<file path="config.mk">
export PLATFORM = sky130hd
export DESIGN_NAME = serial_frame_receiver_flat
export DESIGN_NICKNAME = d
export VERILOG_FILES = /design/src/rtl/serial_frame_receiver_pkg.sv /design/src/rtl/serial_frame_receiver_if.sv /design/src/rtl/serial_frame_receiver_bit_timer.sv /design/src/rtl/serial_frame_receiver.sv /design/src/flat_wrapper.sv
export SDC_FILE = /design/constraint.sdc
export NUM_CORES = 1
export LEC_CHECK = 0
export ABC_AREA = 1
export CAP_MARGIN = 30
export CORE_UTILIZATION = 45
export CTS_CLUSTER_DIAMETER = 120
export DETAILED_ROUTE_END_ITERATION = 10
export PLACE_DENSITY = 0.66
export SYNTH_ARGS = -nofsm -noshare
export SYNTH_HDL_FRONTEND = slang
export SYNTH_HIERARCHICAL = 1
export SYNTH_SLANG_ARGS = --single-unit
</file>
<file path="constraint.sdc">
create_clock -name clk -period 2 [get_ports clk]
set_clock_uncertainty 0.05 [all_clocks]
set_input_delay 0.4 -clock clk [delete_from_list [all_inputs] [get_ports clk]]
set_output_delay 0.4 -clock clk [all_outputs]
set_load 0.01 [all_outputs]
</file>
<file path="src/rtl/serial_frame_receiver_pkg.sv">
// serial_frame_receiver_pkg: shared receiver states and serial line levels
package rx_pkg;

    typedef enum logic [1:0] {IDLE, START, DATA, STOP} rx_state_e;

    localparam logic START_LVL = 1'b1;
    localparam logic STOP_LVL  = 1'b0;
    localparam logic IDLE_LVL  = 1'b0;

endpackage

</file>
<file path="src/rtl/serial_frame_receiver_if.sv">
// serial_frame_receiver_if: serial input and parallel result bundle of the receiver
interface serial_frame_receiver_if #(
    parameter int DATA_W = 10,
    parameter int CNT_W  = 8
);

    logic              en;
    logic              si;
    logic [DATA_W-1:0] rx_data;
    logic              rx_valid;
    logic              frame_err;
    logic              busy;
    logic [CNT_W-1:0]  frame_cnt;

    modport master (output en, si, input rx_data, rx_valid, frame_err, busy, frame_cnt);
    modport slave  (input en, si, output rx_data, rx_valid, frame_err, busy, frame_cnt);

endinterface

</file>
<file path="src/rtl/serial_frame_receiver_bit_timer.sv">
// rx_bit_timer: bit-period counter that ticks at every mid-bit sample point
module rx_bit_timer #(
    parameter int BIT_CYCLES = 4
) (
    input  logic clk,
    input  logic rst,
    input  logic load_i,
    output logic tick_o
);

    // loading here makes the first tick land HALF edges after the start detect
    localparam logic [7:0] LOAD_VAL = 8'((BIT_CYCLES - BIT_CYCLES / 2) % BIT_CYCLES);

    logic [7:0] cnt_q, cnt_d;

    assign tick_o = cnt_q == 8'(BIT_CYCLES - 1);
    assign cnt_d  = load_i ? LOAD_VAL : tick_o ? 8'd0 : cnt_q + 8'd1;

    // free-running modulo-BIT_CYCLES counter, realigned on each start detect
    always_ff @(posedge clk or negedge rst)
        if (!rst) cnt_q <= '0;
        else      cnt_q <= cnt_d;

endmodule

</file>
<file path="src/rtl/serial_frame_receiver.sv">
// serial_frame_receiver: start-bit framed, MSB-first serial deserialiser with stop check
module serial_frame_receiver
    import rx_pkg::*;
#(
    parameter int DATA_W     = 10,
    parameter int BIT_CYCLES = 4,
    parameter int CNT_W      = 8
) (
    input  logic clk,
    input  logic rst,
    serial_frame_receiver_if.slave bus
);

    localparam int HALF = BIT_CYCLES / 2;
    localparam int BW   = $clog2(DATA_W) + 1;

    rx_state_e         state_q;
    logic [BW-1:0]     bit_q;
    logic [DATA_W-1:0] shift_q, shift_d, rx_data_q;
    logic              rx_valid_q, frame_err_q;
    logic [CNT_W-1:0]  frame_cnt_q;
    logic              tick, load;

    assign load    = state_q == IDLE && bus.en && bus.si == START_LVL;
    assign shift_d = {shift_q[DATA_W-2:0], bus.si};

    rx_bit_timer #(.BIT_CYCLES(BIT_CYCLES)) u_timer (
        .clk    (clk),
        .rst    (rst),
        .load_i (load),
        .tick_o (tick)
    );

    // frame FSM; en low overrides everything, including a stop sample on the same edge
    always_ff @(posedge clk or negedge rst) begin
        if (!rst) begin
            state_q     <= IDLE;
            bit_q       <= '0;
            shift_q     <= '0;
            rx_data_q   <= '0;
            rx_valid_q  <= 1'b0;
            frame_err_q <= 1'b0;
            frame_cnt_q <= '0;
        end else begin
            rx_valid_q  <= 1'b0;
            frame_err_q <= 1'b0;
            if (!bus.en) state_q <= IDLE;
            else case (state_q)
                IDLE: if (bus.si == START_LVL) begin
                    state_q <= HALF == 0 ? DATA : START;
                    bit_q   <= '0;
                end
                START: if (tick) state_q <= bus.si == START_LVL ? DATA : IDLE;
                DATA: if (tick) begin
                    shift_q <= shift_d;
                    bit_q   <= bit_q + BW'(1);
                    if (bit_q == BW'(DATA_W - 1)) state_q <= STOP;
                end
                STOP: if (tick) begin
                    state_q <= IDLE;
                    if (bus.si == STOP_LVL) begin
                        rx_data_q   <= shift_q;
                        rx_valid_q  <= 1'b1;
                        frame_cnt_q <= frame_cnt_q + CNT_W'(1);
                    end else frame_err_q <= 1'b1;
                end
                default: state_q <= IDLE;
            endcase
        end
    end

    assign bus.rx_data   = rx_data_q;
    assign bus.rx_valid  = rx_valid_q;
    assign bus.frame_err = frame_err_q;
    assign bus.frame_cnt = frame_cnt_q;
    assign bus.busy      = state_q != IDLE;

endmodule

</file>
<file path="src/flat_wrapper.sv">
// flat-port wrapper written by rule: the top's interface ports become plain ports
module serial_frame_receiver_flat import rx_pkg::*;
#(
    parameter int DATA_W     = 10,
    parameter int BIT_CYCLES = 4,
    parameter int CNT_W      = 8
)
  (clk, rst, bus_en, bus_si, bus_rx_data, bus_rx_valid, bus_frame_err, bus_busy, bus_frame_cnt);
  serial_frame_receiver_if #(.DATA_W(DATA_W), .CNT_W(CNT_W)) bus_i ();
  input  logic clk;
  input  logic rst;
  input wire logic [$bits(bus_i.en)-1:0] bus_en;
  input wire logic [$bits(bus_i.si)-1:0] bus_si;
  output wire logic [$bits(bus_i.rx_data)-1:0] bus_rx_data;
  output wire logic [$bits(bus_i.rx_valid)-1:0] bus_rx_valid;
  output wire logic [$bits(bus_i.frame_err)-1:0] bus_frame_err;
  output wire logic [$bits(bus_i.busy)-1:0] bus_busy;
  output wire logic [$bits(bus_i.frame_cnt)-1:0] bus_frame_cnt;
  assign bus_i.en = bus_en;
  assign bus_i.si = bus_si;
  assign bus_rx_data = bus_i.rx_data;
  assign bus_rx_valid = bus_i.rx_valid;
  assign bus_frame_err = bus_i.frame_err;
  assign bus_busy = bus_i.busy;
  assign bus_frame_cnt = bus_i.frame_cnt;
  serial_frame_receiver #(.DATA_W(DATA_W), .BIT_CYCLES(BIT_CYCLES), .CNT_W(CNT_W)) u_core (.clk(clk), .rst(rst), .bus(bus_i));
endmodule
</file>
==> Flow_metrics.wiki <==
{| class="wikitable"
! Metric !! Value
|-
| Status || finished clean
|-
| Transition at the pin with the smallest max-transition slack || 567 ps
|-
| Switching fraction of total power || 0.321
|-
| Antenna cells || 0
|-
| Max_slew headroom || 0.622
|-
| DR vias || 1646
|-
| Area fraction of the dominant cell type after synthesis || 0.516
|-
| Starting density of the core || 0.484
|-
| Reg power frac || 0.445
|-
| Post-synthesis instance area || 2180 sq um
|-
| TNS Setup || 0 ps
|-
| Primary FF master, synth || sky130_fd_sc_hd__dfrtp_1
|-
| Post-route clock period utilization || 0.957
|-
| GP Congestion || 0.746
|-
| Max clock buf depth || 2
|-
| Worst hold path type || in2async
|-
| Endpoint arrival time on the critical path || 1460 ps
|-
| Slew Viols, Final || 0
|-
| Critical path type || reg2out
|-
| Post-synthesis sequential element count || 45
|-
| Worst path slowest cell || sky130_fd_sc_hd__clkdlybuf4s50_1
|-
| List of most frequent post-synthesis cells || sky130_fd_sc_hd__nand2_1, sky130_fd_sc_hd__dfrtp_1, sky130_fd_sc_hd__inv_1
|-
| CTS Hold Buffers Added || 0
|-
| Number of instances in the synthesized netlist || 252
|-
| Library cell with the highest instance count after synthesis || sky130_fd_sc_hd__nand2_1
|-
| Power density relative to cell area || 1010 nW/um^2
|-
| Static power due to leakage || between 0.001 and 0.0015 uW
|-
| Combinational Power Share || 0.280
|-
| Final setup vio count || 0
|-
| Clock buffers created by TritonCTS || 5
|-
| Detailed router's first-iteration violation count || 109
|-
| Pin count of the biggest net entering global routing || 46
|-
| Number of non-filler instances in the completed layout || 337
|-
| CTS tree || built
|-
| Total global routing overflow || 0
|-
| Wire length of the first global-routing pass || 6830 um
|-
| Post-synth EDFFs || 0
|-
| GRT Overall Usage || 0.170
|-
| Yosys top cell by area || sky130_fd_sc_hd__dfrtp_1
|-
| # rows || 24
|-
| Vertical die dimension || around 70 um
|-
| Number of DRC violations after detailed routing || 0
|-
| Setup repair after global routing missed its margin || false
|-
| Number of vias per cell || 4.88
|-
| Area delta synth->final || 18.8%
|-
| Count of input and output buffers || 24
|-
| Initial DRT Pass Iterations || 4
|-
| Clock latency on the worst-skew pair || about 290 ps
|-
| Cells traversed along the worst timing path || inv_1 > nand2_1 > clkdlybuf4s50_1
|-
| CP required || between 1500 and 2000 ps
|-
| Antenna violations before repair || 0
|-
| Critical-path maximum fanout || 6
|-
| Mean area per synthesized cell || 8.66 sq um
|-
| Maximum clock frequency || 522 MHz
|-
| Final number of hold-violating endpoints || 0
|-
| Detailed Place HPWL || 2580 um
|-
| Number of global-route vias before repair || between 1500 and 2000
|-
| Startpoint Class || register
|-
| Root buffer cell || sky130_fd_sc_hd__clkbuf_8
|-
| Total cell area at the placement stage || 2460 sq um
|-
| Internal Power || 1770 uW
|-
| Net switching power of the design || between 800 and 900 uW
|-
| Syn nets || 260
|-
| Fraction of registers with async set/reset || 1.00
|-
| Fraction of final layout cells sized beyond drive strength 1 || 0.137
|-
| Final Cell Area || 2590 sq um
|-
| Fraction of the yosys area taken by sequential cells || 0.516
|-
| Clock network power share || 0.274
|-
| H-Tree Depth || 2
|-
| # placed instances || 328
|-
| Antenna viol nets, final || 0
|-
| Biggest area contributors in the synthesized netlist || sky130_fd_sc_hd__dfrtp_1, sky130_fd_sc_hd__nand2_1, sky130_fd_sc_hd__inv_1
|-
| Clock sink count || 45
|-
| Max capacitance violation total || 0
|-
| Final routed wirelength across all metal layers || 3770 um
|-
| Post-layout minimum cycle time || 1910 ps
|-
| Yosys Warn Count || 6
|-
| Die footprint || between 5000 and 6000 sq um
|-
| Core Region || roughly 4500 sq um
|-
| Max VDD drop || 0.548 mV
|-
| Number of top-level pins || 25
|-
| Post-DR wirelength/cell || 11.2 um
|-
| Clock transition at the registers of the reported paths || 90 ps
|-
| Delay contributed by the slowest stage of the critical path || approximately 550 ps
|-
| Overall power of the completed layout || around 2600 uW
|-
| Final Net Count || 292
|-
| Cell count of the worst reg-to-reg path || 8
|-
| Setup crit end kind || output port
|-
| Die outline width || 71.6 um
|-
| Post-synthesis cell type count || 26
|}
## area by class of cell
type                            count  area (sq um)
Multi-Input combinational cell    169           868
Clock buffer                        6          82.6
Tap cell                           52          65.1
Fill cell                         407          1910
Clock inverter                      2          37.5
Timing Repair Buffer               32           295
Inverter                           31           116
Sequential cell                    45          1130
## worst max-delay path, delay by kind of cell, from the launching register on
kind	cells	cell delay, ps
simple gates	1	120
buf+inv	2	620
flops	1	430
## cells in the final DEF, fill, tap and decap left out
cell	synthesis	routed
sky130_fd_sc_hd__buf_4	1	8
sky130_fd_sc_hd__o21ai_2	6	6
sky130_fd_sc_hd__nor2_2	3	3
sky130_fd_sc_hd__o21ai_0	2	2
sky130_fd_sc_hd__nand4_1	5	5
sky130_fd_sc_hd__xnor2_1	2	2
sky130_fd_sc_hd__nand3_1	16	16
sky130_fd_sc_hd__xnor2_2	2	2
sky130_fd_sc_hd__inv_1	29	29
sky130_fd_sc_hd__clkinvlp_4	0	1
sky130_fd_sc_hd__o21bai_1	2	2
sky130_fd_sc_hd__inv_2	2	2
sky130_fd_sc_hd__nand2_2	4	4
sky130_fd_sc_hd__clkdlybuf4s50_1	0	23
sky130_fd_sc_hd__bufinv_16	0	1
sky130_fd_sc_hd__ha_1	4	4
sky130_fd_sc_hd__nor2_1	21	21
sky130_fd_sc_hd__buf_2	1	1
sky130_fd_sc_hd__a21oi_1	3	3
sky130_fd_sc_hd__dfrtp_2	0	1
sky130_fd_sc_hd__xor2_1	4	4
sky130_fd_sc_hd__dfrtp_1	45	44
sky130_fd_sc_hd__nand3b_1	1	1
sky130_fd_sc_hd__nor2_4	2	2
sky130_fd_sc_hd__nand3_2	2	2
sky130_fd_sc_hd__nand2_1	75	75
sky130_fd_sc_hd__nor3_1	1	1
sky130_fd_sc_hd__o21ai_1	14	14
sky130_fd_sc_hd__clkbuf_8	1	6
## per-layer routing
metal | vias up | track usage | share of wire
li1 | 851 | - | -
met1 | 752 | 0.228 | 0.51
met2 | 35 | 0.275 | 0.45
met3 | 8 | 0.0253 | 0.029
met4 | 0 | 0.0784 | 0.019
met5 | - | 0 | 0
## final timing paths
kind                                                    from                             endpoint  slack, ps
setup / recovery               u_core/state_q[1]$_DFFE_PN0P_                             bus_busy         90
hold reg to reg            u_core/u_timer/cnt_q[0]$_DFF_PN0_    u_core/u_timer/cnt_q[0]$_DFF_PN0_        440
hold / removal                                           rst       u_core/bus.frame_err$_DFF_PN0_        120
min in group clk           u_core/u_timer/cnt_q[0]$_DFF_PN0_    u_core/u_timer/cnt_q[0]$_DFF_PN0_        440
max in group asynchronous                                rst        u_core/state_q[1]$_DFFE_PN0P_       1380
setup reg to reg           u_core/u_timer/cnt_q[0]$_DFF_PN0_  u_core/bus.frame_cnt[4]$_DFFE_PN0P_        200
## power by group through the flow
stage	logic [uW]	registers, uW	clock network, uW
3_5_place_dp	710	1180	0
3_3_place_gp	710	1180	0
2_1_floorplan	452	1180	0
5_1_grt	835	1180	767
6_report	731	1160	717
4_1_cts	716	1170	736
## registers in the layout, indices dropped and copies added, names as in the netlist
register,cells
u_core/u_timer/cnt_q,8
u_core/bus.frame_err,1
u_core/bit_q,5
u_core/bus.rx_valid,1
u_core/shift_q,10
u_core/bus.frame_cnt,8
u_core/state_q,2
u_core/bus.rx_data,10
## through the flow
stage | util | setup slack (ps) | hold WS (ps)
after floorplan | - | 191 | 54.4
after global placement | 0.547 | 204 | 414
after detailed placement | 0.547 | 197 | 419
after CTS | 0.574 | 23.9 | 146
after global routing | 0.576 | 15.7 | 179
final | 0.576 | 86.0 | 117
## repair_timing
item                                    4_1_cts  5_1_grt
endpoints found under the setup margin        0        1
buffers inserted                              0        1
resized for setup                             0        1
## cell families after synthesis
group	after synthesis	synth area share
simple gates	130	0.261
flops	45	0.516
buf+inv	38	0.0860
compound gates	27	0.0745
xor+xnor	8	0.0390
fa+ha+maj	4	0.0229
Note: power is estimated with default switching activity, not from simulation.
